### config.mk
export PLATFORM = sky130hd
export DESIGN_NAME = jtdsp16_rom_fetch_flat
export DESIGN_NICKNAME = d
export VERILOG_FILES = /design/src/rtl/jtdsp16_rom_fetch_if.sv /design/src/rtl/jtdsp16_rom_fetch.sv /design/src/flat_wrapper.sv
export SDC_FILE = /design/constraint.sdc
export NUM_CORES = 1
export LEC_CHECK = 0
export BUFFER_PORTS_ARGS = -buffer_cell sky130_fd_sc_hd__buf_2
export CAP_MARGIN = 0
export CORE_MARGIN = 5
export CORE_UTILIZATION = 54
export DETAILED_ROUTE_END_ITERATION = 8
export PLACE_DENSITY = 0.86
export SETUP_SLACK_MARGIN = 0.1
export SLEW_MARGIN = 25
export SYNTH_ARGS = -nofsm -noshare
export SYNTH_HDL_FRONTEND = slang
export SYNTH_SLANG_ARGS = --single-unit
### constraint.sdc
create_clock -name clk -period 4.5 [get_ports clk]
set_clock_uncertainty 0.1 [all_clocks]
set_input_delay 0.9 -clock clk [delete_from_list [all_inputs] [get_ports clk]]
set_output_delay 0.9 -clock clk [all_outputs]
set_load 0.02 [all_outputs]
### src/rtl/jtdsp16_rom_fetch_if.sv
// External program-memory fetch bus: registered address/request out, data/ok back.
// The master side is the fetch stage; the slave side is the external memory controller.
interface jtdsp16_rom_fetch_if;
    logic [15:0] ext_addr;
    logic        ext_req;
    logic        ext_ok;
    logic [15:0] ext_data;

    modport master (
        output ext_addr,
        output ext_req,
        input  ext_ok,
        input  ext_data
    );

    modport slave (
        input  ext_addr,
        input  ext_req,
        output ext_ok,
        output ext_data
    );
endinterface

### src/rtl/jtdsp16_rom_fetch.sv
// Program-memory fetch stage: routes fetches to internal ROM or to external memory,
// caches the last external word, gates the core enable and counts stall cycles.
module jtdsp16_rom_fetch #(
    parameter int unsigned INT_AW = 12,
    parameter int unsigned SCW    = 16
) (
    input  logic              rst,
    input  logic              clk,
    input  logic              cen,
    input  logic              ext_mode,
    input  logic [15:0]       rom_addr,
    output logic [INT_AW-1:0] int_addr,
    input  logic [15:0]       int_dout,
    jtdsp16_rom_fetch_if.master ext,
    output logic [15:0]       rom_dout,
    output logic              cpu_cen,
    output logic              fetch_busy,
    output logic [SCW-1:0]    stall_cnt
);

    localparam logic [SCW-1:0] STALL_MAX = {SCW{1'b1}};

    typedef enum logic {
        IDLE = 1'b0,
        WAIT = 1'b1
    } state_t;

    state_t      state;
    logic [15:0] hit_addr;
    logic [15:0] hit_data;
    logic        hit_vld;
    logic        last_exm;

    logic        ext_sel;
    logic        hit;
    logic        miss;
    logic        exm_chg;

    assign int_addr = rom_addr[INT_AW-1:0];

    // Address decode, hit detection and the core enable gate.
    always_comb begin
        ext_sel    = ext_mode || ((rom_addr >> INT_AW) != 16'd0);
        hit        = hit_vld && (hit_addr == rom_addr);
        miss       = ext_sel && !hit;
        exm_chg    = ext_mode != last_exm;
        rom_dout   = ext_sel ? hit_data : int_dout;
        cpu_cen    = cen && (state == IDLE) && !miss;
        fetch_busy = state == WAIT;
    end

    always_ff @(posedge clk, posedge rst) begin
        if (rst) begin
            state        <= IDLE;
            ext.ext_req  <= 1'b0;
            ext.ext_addr <= 16'd0;
            hit_addr     <= 16'd0;
            hit_data     <= 16'd0;
            hit_vld      <= 1'b0;
            last_exm     <= 1'b0;
            stall_cnt    <= '0;
        end else if (cen) begin
            last_exm <= ext_mode;
            if (!cpu_cen && stall_cnt != STALL_MAX) begin
                stall_cnt <= stall_cnt + SCW'(1);
            end
            case (state)
                IDLE: begin
                    if (exm_chg) begin
                        hit_vld <= 1'b0;
                    end
                    if (miss) begin
                        ext.ext_addr <= rom_addr;
                        ext.ext_req  <= 1'b1;
                        state        <= WAIT;
                    end
                end
                WAIT: begin
                    // A mode change seen on the completing cycle still stores the word but invalidates it.
                    if (ext.ext_ok) begin
                        hit_data    <= ext.ext_data;
                        hit_addr    <= ext.ext_addr;
                        hit_vld     <= !exm_chg;
                        ext.ext_req <= 1'b0;
                        state       <= IDLE;
                    end else if (exm_chg) begin
                        hit_vld <= 1'b0;
                    end
                end
                default: begin
                    state <= IDLE;
                end
            endcase
        end
    end

endmodule

### src/flat_wrapper.sv
// flat-port wrapper written by rule: the top's interface ports become plain ports
module jtdsp16_rom_fetch_flat 
#(
    parameter int unsigned INT_AW = 12,
    parameter int unsigned SCW    = 16
)
  (rst, clk, cen, ext_mode, rom_addr, int_addr, int_dout, rom_dout, cpu_cen, fetch_busy, stall_cnt, ext_ext_addr, ext_ext_req, ext_ext_ok, ext_ext_data);
  jtdsp16_rom_fetch_if ext_i ();
  input  logic rst;
  input  logic clk;
  input  logic cen;
  input  logic ext_mode;
  input  logic [15:0] rom_addr;
  output logic [INT_AW-1:0] int_addr;
  input  logic [15:0] int_dout;
  output logic [15:0] rom_dout;
  output logic cpu_cen;
  output logic fetch_busy;
  output logic [SCW-1:0] stall_cnt;
  output wire logic [$bits(ext_i.ext_addr)-1:0] ext_ext_addr;
  output wire logic [$bits(ext_i.ext_req)-1:0] ext_ext_req;
  input wire logic [$bits(ext_i.ext_ok)-1:0] ext_ext_ok;
  input wire logic [$bits(ext_i.ext_data)-1:0] ext_ext_data;
  assign ext_ext_addr = ext_i.ext_addr;
  assign ext_ext_req = ext_i.ext_req;
  assign ext_i.ext_ok = ext_ext_ok;
  assign ext_i.ext_data = ext_ext_data;
  jtdsp16_rom_fetch #(.INT_AW(INT_AW), .SCW(SCW)) u_core (.rst(rst), .clk(clk), .cen(cen), .ext_mode(ext_mode), .rom_addr(rom_addr), .int_addr(int_addr), .int_dout(int_dout), .ext(ext_i), .rom_dout(rom_dout), .cpu_cen(cpu_cen), .fetch_busy(fetch_busy), .stall_cnt(stall_cnt));
endmodule
== Word-level counts from Yosys, hierarchy flattened ==
Cells that the tools add are included.
W data, S select, Z words.
Word-level totals
  register bits after elaboration: 68
  bits of input ports: 53
  output and inout bits: 63
  logic and storage cells: 40
Operators by class
  add/sub/neg operators: 1
  eq/ne operators: 5
  multiplexer cells: 10
  bitwise logic cells: 1
  reduce and logical (&&, ||, !) cells: 15
Operator list (number)
  $add A16 B1 Y16 const B: 1
  $eq A16 B16 Y1: 1
  $mux W16: 1
  $ne A16 B16 Y1 const B: 1
  $reduce_bool A16 Y1: 1
  $reduce_and A3 Y1: 3
  $mux W1: 6
  $pmux W1 S2: 3
  $logic_and A1 B1 Y1: 5
  $logic_not A1 Y1: 4
  $ne A2 B1 Y1 const B: 1
  $ne A2 B2 Y1 const B: 1
  $reduce_and A2 Y1: 1
  $logic_or A1 B1 Y1: 1
  $ne A1 B1 Y1: 1
  $not A1 Y1: 1

== Longest topological paths before layout ==
  depth in word-level cells: 9
  gate-level depth with buffers: 9
  gate-level depth less buffers: 6

== Worst setup path before layout ==
Ideal clock, no wire load.
  kind: in2out
  start: in rom_addr[13]
  end: out rom_dout[10]
  data arrival time: 2287 ps
  required time: 3500 ps
  path slack: 1213 ps
  stages: 4
  buffers on the path: 1
  path through: or4_4 -> nor2_8 -> buf_2 -> mux2_2
On the way
  longest elaborated chain between the ends: 3
Ends and longest elaborated chain
  start, declared: RTL line flat_wrapper.sv:13  | input logic [15:0] rom_addr;
  $reduce_bool A16 Y1: RTL line jtdsp16_rom_fetch.sv:43  | ext_sel = ext_mode || ((rom_addr >> INT_AW) != 16'd0);
  $logic_or A1 B1 Y1: RTL line jtdsp16_rom_fetch.sv:43
  $mux W16: RTL line jtdsp16_rom_fetch.sv:47  | rom_dout = ext_sel ? hit_data : int_dout;
  end, declared: RTL line flat_wrapper.sv:16  | output logic [15:0] rom_dout;
No other way between the ends.

== Worst setup path after layout ==
  start: in rom_addr[13]
  end: out rom_dout[7]
Same word-level chain as after synthesis.

==> results.md <==
- FF/Latch Area: 1700 µm²
- Inserted Clock Buffers: 9
- Via count: 2235
- Max Clock Freq: 289 MHz
- CP required: 3500 ps
- Top Layer Used: met4
- Pleak: 1.94 nW
- # nets final: 400
- Hold Startpoint: u_core.stall_cnt[10]
- Top-area cell type share of the netlist area: 51.8%
- Int Pwr: 1.45 mW
- Switching power: 0.822 mW
- N_diodes: 0
- Post-route design area: 3980 µm²
- # setup viols final: 0
- Met3 WL: 425 µm
- Period utilisation layout: 76.9%
- # IOs: 116
- Distinct cells, synth: 36
- CP Launch Type: input pin
- Max-Cap Viols: 0
- # H-tree levels: 3
- Residual DRC: 0
- Worst-path clk slew: around 70 ps
- Layout cell share with drive strength beyond 1: 59.3%
- Maximum vdd ir drop: 0.276 mV
- Syn Inst Count: about 240
- Cell area after synthesis: 3280 µm²
- FP Rows: 28
- FF-to-FF Start: u_core.hit_addr[0]
- PostCTS Resize Cnt: 0
- Reg2reg end: u_core.ext.ext_addr[10]
- Multi-input gate area: 1410 µm²
- CTS Buffer Depth: 2
- Seq/Total Area, Yosys: 51.8%
- Drt first pass iters: 4
- Slew HR: a little over two fifths
- R2R Setup Slk: approximately 2200 ps
- Die Y: 88.0 µm
- Synthesized flop and latch total: 68
- Endpoint type of the worst setup path: output port
- Post-CTS Setup Repair Bufs: 0
- Vias per cell: 5.25
- Post-Syn Nets: a little under 300
- GPL Wtd Cong: roughly 0.78
- Synth area leaders: dfrtp_1 52%, mux2_2 20%, xor2_1 4.8%
- Worst hold path type: register to register
- Met1 WL: 2880 µm
- Clk_lat worst skew: 340 ps
- Initial antenna violation count: 0
- WL/cell: 16.4 µm
- Cell taking the most area after synthesis: dfrtp_1
- Combinational share of power: 37.0%
- Final setup TNS: 0 ps
- Reg2reg path depth: 7
- Grt ovf: 0
- CTS root buf: clkbuf_8
- Vias in the first global route: 2398
- First-pass GRT wire length: 11500 µm
- Clock sinks: 68
- Hold path cells: 1
- Cell Pwr Density: 571 nW/µm²
- Minimum clock period: roughly 3500 ps
- Clock share of power: a little under a fifth
- Hold Crit Endpoint: u_core.stall_cnt[10]
- IO Port Bufs: 115
- Met2 WL: 3500 µm
- CTS tree: yes
- WS Path Type: input pin to output port
- Largest net degree at the start of global routing: 40
- Post-DRT Antenna Nets: 0
- Core area: just under 6000 µm²
- RSZ-0062 raised after global routing: no
- Status: complete, no violations
- Total routed wirelength: 6990 µm
- Fin. max-slew vios: 0
- Fillcell total: 461
- Flop pwr share: 43.9%
- Synth warn: 0
- DP Wirelength: roughly 5200 µm
- Hold_buf cts: 0
- Iter 0 DRT Violations: 93
- Die Area: 7740 µm²
- Initial Util: between 50% and 60%
- Area grow syn2layout: 21.3%
- Placed Area: 3800 µm²
- Final hold vios: 0
- All-Layer GR Usage: 19.8%
- Worst Path Arrival: 2460 ps
- Switching part of the total power: 36.2%
- Chip Width: 88.0 µm
- Measured slew at the worst slew-check pin: roughly 850 ps
- Crit path max fanout: 19
- Avg Cell Area, Syn: 13.7 µm²
critical path, stage by stage:
cell and delay [ps]:
buf_2 120, or4_4 580, nor2_8 310, mux2_2 380, buf_2 160
stage by stage:
stage	cells	setup WS [ps]	hold slack, ps	power, mW	util, %
floorplan	239	1210	375	1.58	-
global placement	409	1050	356	1.81	64.2
detailed placement	409	1020	382	1.85	64.2
CTS	425	1020	398	2.30	67.1
global route	426	985	429	2.41	67.3
finish	426	1040	389	2.27	67.3
cells by family (layout without fill, tap and decap cells):
| group | after synthesis | in the layout | synth area share (%) |
|---|---|---|---|
| buffers and inverters | 24 | 136 | 5.29 |
| DFF | 68 | 68 | 51.8 |
| adders and majority gates | 1 | 1 | 0.381 |
| and+or+nand+nor | 39 | 39 | 8.08 |
| AOI/OAI and AO/OA | 9 | 9 | 2.25 |
| xor gates and xnor gates | 32 | 32 | 8.53 |
| muxes | 66 | 66 | 23.7 |
routing by layer:
metal  GRT usage (%)  up-vias
met5               0        -
met4            10.5        0
li1                -     1047
met2            31.9       76
met3            4.52       18
met1            25.0     1094
state kept, by name, indices dropped and copies added, names as in the netlist:
name,flops
u_core.ext.ext_addr,16
u_core.ext.ext_req,1
u_core.fetch_busy,1
u_core.hit_addr,16
u_core.hit_data,16
u_core.hit_vld,1
u_core.last_exm,1
u_core.stall_cnt,16
cell usage in the layout, fill, tap and decap left out, types with 2 or more instances in the layout:
cell | Yosys | final
nand3_2 | 1 | 2
xnor2_1 | 14 | 14
nand4_1 | 6 | 6
a21o_1 | 2 | 2
nand3_1 | 7 | 6
clkinv_2 | 0 | 4
xor2_1 | 18 | 18
inv_1 | 3 | 2
dfrtp_1 | 68 | 68
and4_1 | 3 | 3
nor4_1 | 2 | 2
mux2_4 | 9 | 9
buf_2 | 1 | 115
mux2_2 | 57 | 57
nor2_1 | 3 | 3
clkbuf_8 | 0 | 10
and3_1 | 5 | 5
nand2_1 | 4 | 4
cell usage after synthesis, drive strengths merged:
master and n:
nand3 8, o31a 1, a21o 2, nor4 3, clkbuf 3, mux2 66
a31oi 1, inv 3, o21a 1, nand3b 1, nand4 6, and4 3
dfrtp 68, a211oi 1, a21oi 1, buf 18, nor3 2, xor2 18
nor2 4, nand2b 1, nand2 4, or4 1, o31ai 1, and3 6
a221oi 1, ha 1, xnor2 14
power groups by stage:
stage                     sequential (mW)  clock (mW)  combinational [mW]
after floorplan                      1.08           0               0.499
after global routing                 1.03       0.472               0.910
after detailed placement             1.00           0               0.850
final                               0.997       0.434               0.842
after CTS                           0.996       0.448               0.853
after global placement              0.986           0               0.823
area by class of cell:
cell class | count | area share (%)
flip-flops and latches | 68 | 42.7
multi-input cells | 147 | 35.5
repair buffers | 117 | 14.9
clock buffers | 11 | 3.55
well taps | 75 | 2.36
clock inverters | 5 | 0.691
inverters | 3 | 0.283
how the worst max path moves through the flow:
stage	startpoint	slack [ps]	end
floorplan	rom_addr[13]	1210	rom_dout[10]
global placement	rom_addr[13]	1050	rom_dout[3]
detailed placement	rom_addr[13]	1020	rom_dout[7]
CTS	rom_addr[13]	1020	rom_dout[7]
global route	rom_addr[13]	980	rom_dout[5]
finish	rom_addr[13]	1040	rom_dout[7]
No activity file was read; power rests on OpenSTA's default activity.
